File: config.mk
export PLATFORM = sky130hd
export DESIGN_NAME = hapara_icap_readback_flat
export DESIGN_NICKNAME = d
export VERILOG_FILES = /design/src/rtl/hapara_icap_pkg.sv /design/src/rtl/hapara_icap_readback_if.sv /design/src/rtl/hapara_icap_rb_fifo.sv /design/src/rtl/hapara_icap_readback.sv /design/src/flat_wrapper.sv
export SDC_FILE = /design/constraint.sdc
export NUM_CORES = 1
export LEC_CHECK = 0
export ABC_AREA = 1
export CAP_MARGIN = 20
export CORE_ASPECT_RATIO = 0.7
export CORE_MARGIN = 3
export CORE_UTILIZATION = 60
export CTS_CLUSTER_SIZE = 16
export DETAILED_ROUTE_END_ITERATION = 8
export MAX_ROUTING_LAYER = met4
export PLACE_DENSITY = 0.91
export SLEW_MARGIN = 20
export SYNTH_ARGS = -nofsm -noshare
export SYNTH_HDL_FRONTEND = slang
export SYNTH_SLANG_ARGS = --single-unit
File: constraint.sdc
create_clock -name clk -period 8.74 [get_ports clk]
set_clock_uncertainty 0.2 [all_clocks]
set_input_delay 1.748 -clock clk [delete_from_list [all_inputs] [get_ports clk]]
set_output_delay 1.748 -clock clk [all_outputs]
set_load 0.05 [all_outputs]
File: src/rtl/hapara_icap_pkg.sv
// Shared types, ICAP command words and sequence helpers for the ICAPE2 readback engine.
// Word-level helpers return ICAP-native order; bit reordering is applied by the top.
package hapara_icap_pkg;

   typedef enum logic [2:0] {
      ST_IDLE,
      ST_HDR,
      ST_SW_RD,
      ST_READ,
      ST_SW_WR,
      ST_DSYNC,
      ST_DONE
   } rb_state_e;

   localparam logic [31:0] ICAP_DUMMY      = 32'hFFFF_FFFF;
   localparam logic [31:0] ICAP_SYNC       = 32'hAA99_5566;
   localparam logic [31:0] ICAP_NOOP       = 32'h2000_0000;
   localparam logic [31:0] ICAP_WR_CMD     = 32'h3000_8001;
   localparam logic [31:0] ICAP_CMD_RCFG   = 32'h0000_0004;
   localparam logic [31:0] ICAP_CMD_DESYNC = 32'h0000_000D;
   localparam logic [31:0] ICAP_WR_FAR     = 32'h3000_2001;
   localparam logic [31:0] ICAP_RD_FDRO    = 32'h2800_6000;
   localparam logic [31:0] ICAP_T2_RD      = 32'h4800_0000;

   localparam int HDR_LEN   = 12;
   localparam int DSYNC_LEN = 4;

   // Readback preamble: sync, RCFG command, FAR write, then a type-2 FDRO read of word_cnt words.
   function automatic logic [31:0] hdr_word(input logic [3:0]  idx,
                                            input logic [31:0] far_v,
                                            input logic [26:0] cnt_v);
      logic [31:0] w;
      case (idx)
         4'd0:    w = ICAP_DUMMY;
         4'd1:    w = ICAP_SYNC;
         4'd4:    w = ICAP_WR_CMD;
         4'd5:    w = ICAP_CMD_RCFG;
         4'd7:    w = ICAP_WR_FAR;
         4'd8:    w = far_v;
         4'd9:    w = ICAP_RD_FDRO;
         4'd10:   w = ICAP_T2_RD | {5'b0, cnt_v};
         default: w = ICAP_NOOP;
      endcase
      return w;
   endfunction

   function automatic logic [31:0] dsync_word(input logic [1:0] idx);
      logic [31:0] w;
      case (idx)
         2'd0:    w = ICAP_WR_CMD;
         2'd1:    w = ICAP_CMD_DESYNC;
         default: w = ICAP_NOOP;
      endcase
      return w;
   endfunction

   // Reverses the bit order inside each byte; byte positions are unchanged.
   function automatic logic [31:0] bitswap_bytes(input logic [31:0] w);
      logic [31:0] r;
      for (int b = 0; b < 4; b++) begin
         for (int i = 0; i < 8; i++) begin
            r[8*b + i] = w[8*b + 7 - i];
         end
      end
      return r;
   endfunction

endpackage

File: src/rtl/hapara_icap_readback_if.sv
// Valid/ready stream carrying readback words from the engine to its consumer.
interface hapara_icap_readback_if #(
   parameter int DATA_WIDTH = 32
);
   logic [DATA_WIDTH-1:0] m_data;
   logic                  m_valid;
   logic                  m_ready;

   modport master (output m_data, output m_valid, input m_ready);
   modport slave  (input m_data, input m_valid, output m_ready);
endinterface

File: src/rtl/hapara_icap_rb_fifo.sv
// Synchronous FIFO buffering readback words; upstream admission control guarantees no overflow.
module hapara_icap_rb_fifo #(
   parameter int FIFO_DEPTH = 16,
   parameter int DATA_WIDTH = 32
) (
   input  logic                          clk,
   input  logic                          rst,
   input  logic                          push,
   input  logic [DATA_WIDTH-1:0]         push_data,
   input  logic                          pop,
   output logic [DATA_WIDTH-1:0]         pop_data,
   output logic [$clog2(FIFO_DEPTH):0]   count,
   output logic                          empty
);
   localparam int PTR_W = $clog2(FIFO_DEPTH);
   localparam int CNT_W = PTR_W + 1;

   logic [DATA_WIDTH-1:0] mem [FIFO_DEPTH];
   logic [PTR_W-1:0]      wr_ptr;
   logic [PTR_W-1:0]      rd_ptr;
   logic                  do_pop;

   assign empty    = (count == '0);
   assign do_pop   = pop && !empty;
   assign pop_data = empty ? '0 : mem[rd_ptr];

   // NOTE: the storage array is deliberately not reset; validity is tracked by the pointers
   // and count alone, which keeps the array mappable onto plain RAM.
   always_ff @(posedge clk) begin
      if (push) begin
         mem[wr_ptr] <= push_data;
      end
   end

   always_ff @(posedge clk) begin
      if (rst) begin
         wr_ptr <= '0;
         rd_ptr <= '0;
         count  <= '0;
      end else begin
         if (push) begin
            wr_ptr <= wr_ptr + PTR_W'(1);
         end
         if (do_pop) begin
            rd_ptr <= rd_ptr + PTR_W'(1);
         end
         count <= count + CNT_W'(push) - CNT_W'(do_pop);
      end
   end

endmodule

File: src/rtl/hapara_icap_readback.sv
// ICAPE2 configuration readback engine: header, flow-controlled FDRO reads, DESYNC.
// Build with HAPARA_ICAP_BITSWAP_EN to reverse bits within each byte on icap_i and icap_o.
module hapara_icap_readback
   import hapara_icap_pkg::*;
#(
   parameter int DATA_WIDTH   = 32,
   parameter int FIFO_DEPTH   = 16,
   parameter int READ_LATENCY = 3
) (
   input  logic                  clk,
   input  logic                  rst,
   input  logic                  start,
   input  logic [31:0]           far,
   input  logic [26:0]           word_cnt,
   output logic                  busy,
   output logic                  done,
   output logic                  icap_csib,
   output logic                  icap_rdwrb,
   output logic [DATA_WIDTH-1:0] icap_i,
   input  logic [DATA_WIDTH-1:0] icap_o,
   hapara_icap_readback_if.master m
);
   localparam int CNT_W = $clog2(FIFO_DEPTH) + 1;
   localparam logic [3:0] HDR_LAST   = 4'(HDR_LEN - 1);
   localparam logic [3:0] DSYNC_LAST = 4'(DSYNC_LEN - 1);

`ifdef HAPARA_ICAP_BITSWAP_EN
   localparam bit BITSWAP = 1'b1;
`else
   localparam bit BITSWAP = 1'b0;
`endif

   function automatic logic [31:0] to_icap(input logic [31:0] w);
      return BITSWAP ? bitswap_bytes(w) : w;
   endfunction

   rb_state_e               state;
   logic [3:0]              idx;
   logic [31:0]             far_q;
   logic [26:0]             rem;
   logic [READ_LATENCY-1:0] inflight;

   logic                    issue_cur;
   logic                    issue_next;
   logic [31:0]             committed;
   logic                    m_valid_int;
   logic [CNT_W-1:0]        fifo_count;
   logic                    fifo_empty;
   logic [DATA_WIDTH-1:0]   fifo_rdata;

   // Admission counts every word already owed a FIFO slot: buffered, in the ICAP pipe,
   // and the read being issued this cycle. Pops are ignored, so this never over-commits.
   always_comb begin
      issue_cur  = (state == ST_READ) && !icap_csib;
      committed  = 32'(fifo_count) + 32'($countones(inflight)) + 32'(issue_cur);
      issue_next = (rem != '0) && (committed < 32'(FIFO_DEPTH));
   end

   always_ff @(posedge clk) begin
      if (rst) begin
         state      <= ST_IDLE;
         idx        <= '0;
         far_q      <= '0;
         rem        <= '0;
         inflight   <= '0;
         busy       <= 1'b0;
         done       <= 1'b0;
         icap_csib  <= 1'b1;
         icap_rdwrb <= 1'b0;
         icap_i     <= '0;
      end else begin
         inflight <= (inflight << 1) | READ_LATENCY'(issue_cur);
         done     <= 1'b0;

         case (state)
            ST_IDLE: begin
               if (start) begin
                  state      <= ST_HDR;
                  idx        <= '0;
                  far_q      <= far;
                  rem        <= word_cnt;
                  busy       <= 1'b1;
                  icap_csib  <= 1'b0;
                  icap_rdwrb <= 1'b0;
                  icap_i     <= to_icap(hdr_word(4'd0, far, word_cnt));
               end
            end

            ST_HDR: begin
               if (idx == HDR_LAST) begin
                  // Deselect while the direction flips so rdwrb never moves under csib=0.
                  state      <= ST_SW_RD;
                  icap_csib  <= 1'b1;
                  icap_rdwrb <= 1'b1;
                  icap_i     <= '0;
               end else begin
                  idx    <= idx + 4'd1;
                  icap_i <= to_icap(hdr_word(idx + 4'd1, far_q, rem));
               end
            end

            // SW_RD shares READ's logic: with nothing to fetch it leaves straight for SW_WR.
            ST_SW_RD, ST_READ: begin
               if ((rem == '0) && !issue_cur && (inflight == '0)) begin
                  state      <= ST_SW_WR;
                  icap_csib  <= 1'b1;
                  icap_rdwrb <= 1'b0;
               end else begin
                  state     <= ST_READ;
                  icap_csib <= !issue_next;
                  rem       <= rem - 27'(issue_next);
               end
            end

            ST_SW_WR: begin
               state     <= ST_DSYNC;
               idx       <= '0;
               icap_csib <= 1'b0;
               icap_i    <= to_icap(dsync_word(2'd0));
            end

            ST_DSYNC: begin
               if (idx == DSYNC_LAST) begin
                  state     <= ST_DONE;
                  icap_csib <= 1'b1;
                  icap_i    <= '0;
                  done      <= 1'b1;
               end else begin
                  idx    <= idx + 4'd1;
                  icap_i <= to_icap(dsync_word(idx[1:0] + 2'd1));
               end
            end

            ST_DONE: begin
               state <= ST_IDLE;
               busy  <= 1'b0;
            end

            default: state <= ST_IDLE;
         endcase
      end
   end

   hapara_icap_rb_fifo #(
      .FIFO_DEPTH (FIFO_DEPTH),
      .DATA_WIDTH (DATA_WIDTH)
   ) u_fifo (
      .clk       (clk),
      .rst       (rst),
      .push      (inflight[READ_LATENCY-1]),
      .push_data (to_icap(icap_o)),
      .pop       (m_valid_int && m.m_ready),
      .pop_data  (fifo_rdata),
      .count     (fifo_count),
      .empty     (fifo_empty)
   );

   assign m_valid_int = !fifo_empty;
   assign m.m_valid   = m_valid_int;
   assign m.m_data    = fifo_rdata;

endmodule

File: src/flat_wrapper.sv
// flat-port wrapper written by rule: the top's interface ports become plain ports
module hapara_icap_readback_flat import hapara_icap_pkg::*;
#(
   parameter int DATA_WIDTH   = 32,
   parameter int FIFO_DEPTH   = 16,
   parameter int READ_LATENCY = 3
)
  (clk, rst, start, far, word_cnt, busy, done, icap_csib, icap_rdwrb, icap_i, icap_o, m_m_data, m_m_valid, m_m_ready);
  hapara_icap_readback_if #(.DATA_WIDTH(DATA_WIDTH)) m_i ();
  input  logic clk;
  input  logic rst;
  input  logic start;
  input  logic [31:0] far;
  input  logic [26:0] word_cnt;
  output logic busy;
  output logic done;
  output logic icap_csib;
  output logic icap_rdwrb;
  output logic [DATA_WIDTH-1:0] icap_i;
  input  logic [DATA_WIDTH-1:0] icap_o;
  output wire logic [$bits(m_i.m_data)-1:0] m_m_data;
  output wire logic [$bits(m_i.m_valid)-1:0] m_m_valid;
  input wire logic [$bits(m_i.m_ready)-1:0] m_m_ready;
  assign m_m_data = m_i.m_data;
  assign m_m_valid = m_i.m_valid;
  assign m_i.m_ready = m_m_ready;
  hapara_icap_readback #(.DATA_WIDTH(DATA_WIDTH), .FIFO_DEPTH(FIFO_DEPTH), .READ_LATENCY(READ_LATENCY)) u_core (.clk(clk), .rst(rst), .start(start), .far(far), .word_cnt(word_cnt), .busy(busy), .done(done), .icap_csib(icap_csib), .icap_rdwrb(icap_rdwrb), .icap_i(icap_i), .icap_o(icap_o), .m(m_i));
endmodule
[Word-level counts from Yosys, hierarchy flattened]
Memory sizes are Yosys's and may differ from the RTL's. A register that Yosys moved wholly into a read port is not among the register bits.
Index checks and enable logic that the tools add are counted.
Word-level totals
  output and inout bits: 69
  memories: 1
  word-level logic and storage cells: 116
  memory bits (writable): 512
  flip-flop bits (word level): 118
Cells by class
  add/subtract/negate cells: 11
  multiplexer cells: 33
  equal/unequal tests: 23
  bitwise operators: 2
  $lt $le $gt $ge: 1
  reductions and logical operators: 32
Memory list
  u_core.u_fifo.mem: words 16, width 32, read ports 1, clocked after memory_dff 1, write ports 1, line hapara_icap_rb_fifo.sv:18  | logic [DATA_WIDTH-1:0] mem [FIFO_DEPTH];
Operators by type and width (number)
  $pmux 32 s8: 1
  $mux 32: 4
  $pmux 32 s4: 1
  $add 32x1->32: 2
  $pmux 30 s2: 1
  $mux 27: 2
  $pmux 27 s2: 1
  $add 5x32->32: 1
  $lt 32x5->1 const B: 1
  $logic_not 27->1: 1
  $reduce_bool 27->1: 1
  $sub 27x1->27: 1
  $mux 4: 5
  $eq 4x4->1 const B: 4
  $pmux 4 s4: 1
  $pmux 3 s5: 1
  $add 4x1->4 const B: 3
  $eq 4x3->1 const B: 3
  $mux 3: 4
  $reduce_and 4->1: 3
  $eq 3x3->1 const B: 3
  $mux 1: 9
  $ne 2x2->1 const B: 4
  $eq 3x2->1 const B: 2
  27 further kinds: 43

[Logic depth before layout (Yosys ltp)]
Gate-level depths: netlist of the first run.
  word-level depth: 9
  gate-level depth with buffers: 27
  mapped depth without buffers: 27

[Cells and area by module]
A second synthesis of the first run with hierarchy kept.
Second synthesis, totals
  cell total of the unflattened synthesis: 2962
  area, all modules: 28263.4 um^2
Modules (own cells, without submodules)
  hapara_icap_rb_fifo: cells each 2118, instances 1, area an instance 22591.7 um^2, seq. area each 15715.1 um^2
  hapara_icap_readback: cells each 844, instances 1, area an instance 5671.7 um^2, seq. area each 2102.0 um^2

[Worst setup path before layout of the first run]
No wires, ideal clock.
  path type: register to output
  from: reg u_core.u_fifo.count[2]
  to: out m_m_data[10]
  data required time: 6792 ps
  stages on the path, launching flop included: 7
  setup slack: 4616 ps
  path buffers: 1
  arrival: 2176 ps
  cell sequence: dfxtp_1 inv_1 ha_1 nand4_1 inv_1 clkbuf_1 a21oi_1
Between the ends
  longest elaborated chain between the ends: 2
Ends and longest elaborated chain
  start, declared: line hapara_icap_rb_fifo.sv:12  | output logic [$clog2(FIFO_DEPTH):0] count,
  start signal, assigned: line hapara_icap_rb_fifo.sv:47  | count <= count + CNT_W'(push) - CNT_W'(do_pop);
  $logic_not 5->1: line hapara_icap_rb_fifo.sv:23  | assign empty = (count == '0);
  $mux 32: line hapara_icap_rb_fifo.sv:25  | assign pop_data = empty ? '0 : mem[rd_ptr];
  end, declared: line flat_wrapper.sv:21  | output wire logic [$bits(m_i.m_data)-1:0] m_m_data;
Every way passes these cells.

==> metrics, run 1 <==
Die Y=approximately 180 µm; DR vias/cell=between 6 and 7; final net count=2573; most frequent CP cell=buf_4; die area=approximately 0.047 mm²; die width=256.5 µm; final worst slack=~1.7 ns; IO buf count=between 150 and 200; R2R depth=23; worst hold path class=reg2reg; largest net degree at the start of global routing=121; kind of critical path=reg2out; initial antenna violation count=3; Critical Path RT=~6.8 ns; period utilization=between 80 and 90%; Synth Instances=between 2000 and 2500; PwrDens=283.5 mW/mm²; RePlAce Congestion=about 1; Post-Syn Area=0.02635 mm²; pre-CTS setup slack=roughly 2.6 ns; Pins Over Slew Limit=0; Mapped Nets=about 2500; Hold Path Stages=2; max cap viols=0; Ports=roughly 160; post-CTS sizing=0; critical path capture point type=output pin; Initial DRC Count=between 3000 and 4000; FF/Latch Area=0.01783 mm²; setup TNS=0 ns; crit-path max FO=about 110; CTS Sinks=634; Root Driver=clkbuf_16; RSZ-0062 raised after global routing=false; DR WL/cell=between 20 and 25 µm; detailed placement HPWL=41630 µm; DRC viols=0; critical path cell sequence=buf_4 > buf_4 > o21ai_0 > o221ai_1 > o211ai_1 > a21oi_1 > clkdlybuf4s50_1; Leakage Power=10.22 nW; total core area=0.04288 mm²; H-tree Lvls=2; Hold Buf Count CTS=0; startpoint types=register; Worst-Skew Late Latency=between 0.6 and 0.7 ns; gr usage total=32.55%; worst stage delay on the critical path=0.91 ns; final core utilization=a little under three quarters; share of cells above drive strength 1=approximately 7.0%; status=finished, final reports clean; first-pass GRT wire length=approximately 110000 µm; post-synthesis sequential area ratio=roughly two thirds; Clock Pin Slew Worst Setup and Hold Paths=around 0.06 ns; Yosys warning count=0; fin cells=between 3000 and 4000; row count=63; DP Cell Count=a little under 3000; Final setup violation count=0; EDFF count, synth=about 500; clock buffer depth=3; top_reg_cell synth=edfxtp_1; Multi-input gate area=between 0.007 and 0.008 mm²; synthesized area per cell=roughly 11 µm²; vias post-DR=about 20000; commonest non-fill, non-tap cell in the layout=edfxtp_1; Yosys reg bits=approximately 630; Worst IR Drop VDD=about 0.21 mV; Worst-Margin Slew=1.165 ns; Initial Util=between 60 and 70%; number of global-route vias before repair=19400; Critical-path top delay cell=clkdlybuf4s50_1; TritonCTS clock tree=done; relative slew slack=between 20% and 30%; Routed Antenna Nets=0; total congestion overflow=0; Final Hold Viols=0; Arr. time, crit path=roughly 5.1 ns; DRT Pass-1 Iters=6; total CTS buffers=55; Post-synth ARST share=0%; Synth cell types=between 40 and 50; fillers=roughly 2700; minimum clock period after layout=7.023 ns; final wirelength=74960 µm; commonest cells after routing, fill and taps aside=edfxtp_1, o21ai_0, nor2_1, nand2_1, clkdlybuf4s50_1; Post-CTS Setup Bufs=0; area delta synth->final=15.60%; Max Freq=roughly 140 MHz
## cells by family (layout without fill, tap and decap cells)
| kind of cell | count (synthesis) | after routing | synth area share, % |
|---|---|---|---|
| compound gates | 714 | 714 | 15.68 |
| simple gates | 693 | 693 | 10.80 |
| flops | 634 | 634 | 67.61 |
| buf+inv | 275 | 422 | 4.306 |
| fa+ha+maj | 27 | 27 | 1.339 |
| xor+xnor | 8 | 8 | 0.2659 |
| other cells | 0 | 4 | 0 |
## layout make-up
| class | instances | area share [%] |
|---|---|---|
| inverter | 122 | 1.536 |
| timing repair buffer | 196 | 6.169 |
| clock buffer | 61 | 4.592 |
| multi-input combinational | 1442 | 24.72 |
| antenna | 4 | 0.03286 |
| sequential | 634 | 58.53 |
| tap | 585 | 2.403 |
| clock inverter | 43 | 2.025 |
## Yosys cell counts, drive strengths merged (34+ instances only)
cell / n / area share, %
a21oi: 136 / 2.6
buf: 47 / 1.0
clkbuf: 106 / 1.5
dfxtp: 122 / 9.3
edfxtp: 512 / 58
inv: 121 / 1.7
nand2: 202 / 3.0
nand3: 70 / 1.4
nor2: 394 / 5.8
o211ai: 50 / 1.4
o21ai: 389 / 7.4
o221ai: 94 / 3.1
o22ai: 34 / 0.81
## worst max-delay path: cells and delay by family (launching register included)
family	cells	cell delay [ns]
compound gates	4	1.05
buf+inv	3	2.47
flops	1	0.82
## power breakdown
part           internal [mW]  total, mW  switching, mW
logic                  0.689       2.40           1.71
registers               3.36       3.52          0.156
clock network           1.56       2.72           1.16
## final timing paths
kind,start,end,slack [ns]
hold reg to reg,u_core.far_q[9],u_core.far_q[9],0.25
setup / recovery,register,m_m_data[3],1.72
hold / removal,u_core.far_q[9],u_core.far_q[9],0.25
setup reg to reg,u_core.inflight[0],u_core.rem[18],4.59
## state kept, by name, summed over array words and instances (netlist names), 4 cells and up, named ones only
signal                flops
u_core.icap_i            32
u_core.u_fifo.count       5
u_core.idx                4
u_core.rem               27
u_core.u_fifo.mem       512
u_core.u_fifo.rd_ptr      4
u_core.far_q             32
u_core.u_fifo.wr_ptr      4
## metal layers
metal | vias to the layer above | track usage [%] | wire length, µm
li1 | 8716 | - | -
met4 | 0 | 11.10 | 2701
met5 | - | - | 0
met3 | 243 | 7.132 | 9754
met2 | 1692 | 49.42 | 34680
met1 | 9767 | 44.07 | 27820
## metrics by stage
step / hold WS [ns] / total power, mW / area (µm²)
6_report: 0.2472 / 8.637 / 30460
5_1_grt: 0.2677 / 8.929 / 30460
4_1_cts: 0.2454 / 8.576 / 30450
3_5_place_dp: 0.2349 / 5.886 / 28440
3_3_place_gp: 0.2329 / 5.782 / 28440
2_1_floorplan: 0.2205 / 5.129 / 26350
No activity file was read; power rests on OpenSTA's default activity.
==> inputs of run 2 (changes only) <==
- CORE_UTILIZATION: 60 -> 54
- PLACE_DENSITY: 0.91 -> 0.87
- clock period: 8.74 -> 6.1 ns (I/O delays scaled with it)
==> metrics, run 2 (synthesis results as in run 1) <==
status=finished, final reports clean; worst hold path class=reg2reg; gr usage total=27.89%; largest reg by FF count=u_core.u_fifo.mem; first-pass GRT wire length=108000 µm; max FFs per register=between 500 and 600; Critical Path RT=~4.7 ns; startpoint types=register; max cap viols=0; Worst Hold Margin=approximately 0.25 ns; Regs by FF count=u_core.u_fifo.mem: 512 flops, u_core.far_q: 32 flops, u_core.icap_i: 32 flops; R2R depth=21; H-tree Lvls=2; final net count=between 2000 and 3000; minimum clock period after layout=between 5 and 6 ns; Max Freq=181.0 MHz; Arr. time, crit path=4.11 ns; Top Layer Used=met4; net load switching power=4.228 mW; CTS Sinks=between 600 and 700; Final Hold Viols=0; IO buf count=around 160; met2 wire length=32780 µm; Die Y=roughly 190 µm; DR vias/cell=about 6.3; FF-to-FF setup slack=roughly 2.1 ns; Worst IR Drop VDD=between 0.2 and 0.3 mV; Pwr Total=approximately 12 mW; DRC viols=0; total CTS buffers=56; Critical Path End=m_m_data[31]; relative slew slack=between 20% and 30%; total congestion overflow=0; Reg2Reg Capture Point=u_core.rem[14]; Routed Antenna Nets=0; setup TNS=0 ns; Post-CTS Setup Bufs=0; fillers=about 3400; period utilization=90.58%; Root Driver=clkbuf_16; Worst-Margin Slew=1.052 ns; Hold Buf Count CTS=0; number of global-route vias before repair=18830; Clock Pin Slew Worst Setup and Hold Paths=about 0.070 ns; die area=just over 0.05 mm²; Pins Over Slew Limit=0; Final setup violation count=0; reg-to-reg startpoint=u_core.inflight[0]; kind of critical path=reg2out; RSZ-0062 raised after global routing=false; DR WL/cell=roughly 23 µm; sequential group share of total power=about 42%; largest net degree at the start of global routing=around 260; Worst-Skew Late Latency=0.61 ns; internal power=7.625 mW; row count=67; TritonCTS clock tree=done; Sw Share=35.67%; commonest non-fill, non-tap cell in the layout=edfxtp_1; area delta synth->final=15.09%; critical path capture point type=output pin; clock network fraction of total power=between 20 and 30%; final wirelength=a little over 70000 µm; wl on met1=approximately 28000 µm; die width=between 200 and 300 µm; total core area=approximately 0.048 mm²; crit-path max FO=88; pre-CTS setup slack=1.415 ns; initial antenna violation count=1; post-CTS sizing=0; Ports=164; detailed placement HPWL=approximately 39000 µm; commonest cells after routing, fill and taps aside=edfxtp_1, o21ai_0, nor2_1, nand2_1, clkdlybuf4s50_1; fin cells=3154; Logic pwr share=28.8%; DP Cell Count=around 3100; share of cells above drive strength 1=roughly 7.0%; Initial Util=a little over half; vias post-DR=19860; clock buffer depth=3; RePlAce Congestion=~1; Leakage Power=between 10 and 15 nW; met3 wire len=a little under 9000 µm; Initial DRC Count=3066; DRT Pass-1 Iters=6; PwrDens=390.8 mW/mm²; final worst slack=0.5747 ns
[run 2: final cells by class]
type	count	area (µm²)	area share, %
flip-flops and latches	634	17830	58.78
well taps	655	819.5	2.702
multi-input cells	1442	7530	24.83
diodes	1	2.502	0.008250
clock buffers	69	1500	4.946
inverters	122	467.9	1.543
repair buffers	199	1931	6.365
clock inverters	32	250.2	0.8250
[run 2: critical path, stage by stage, from the launching register on]
cell	delay, ns
dfxtp_4	0.60
inv_2	0.18
buf_4	0.70
o21ai_0	0.25
o221ai_1	0.25
nand3_1	0.11
a21oi_1	0.45
clkdlybuf4s50_1	0.90
[run 2: power groups by stage]
stage,clock (mW),combinational (mW),sequential [mW]
3_3_place_gp,0,3.21,5.09
3_5_place_dp,0,3.31,5.10
5_1_grt,3.62,3.66,5.03
4_1_cts,3.44,3.36,5.01
6_report,3.42,3.42,5.02
2_1_floorplan,0,2.17,5.18
[run 2: worst min path at each step]
| stage | depth (start not counted) | slack (ns) | from | to |
|---|---|---|---|---|
| 3_5_place_dp | 2 | 0.23 | u_core.far_q[9] | u_core.far_q[9] |
| 5_1_grt | 2 | 0.27 | u_core.far_q[26] | u_core.far_q[26] |
| 2_1_floorplan | 2 | 0.22 | u_core.far_q[11] | u_core.far_q[11] |
| 4_1_cts | 2 | 0.24 | u_core.far_q[9] | u_core.far_q[9] |
| 6_report | 2 | 0.25 | u_core.far_q[9] | u_core.far_q[9] |
| 3_3_place_gp | 2 | 0.23 | u_core.far_q[2] | u_core.far_q[2] |
[run 2: metal layers]
| metal | vias to the layer above | track usage [%] |
|---|---|---|
| li1 | 8727 | - |
| met1 | 9478 | 37.53 |
| met2 | 1414 | 42.03 |
| met3 | 236 | 5.949 |
| met4 | 0 | 10.65 |
| met5 | - | - |
[run 2: metrics by stage]
step	util (%)	instance area (µm²)
final	63.14	30330
after detailed placement	59.49	28570
after global placement	59.49	28570
after CTS	63.13	30320
after global routing	63.14	30330
after floorplan	-	26350
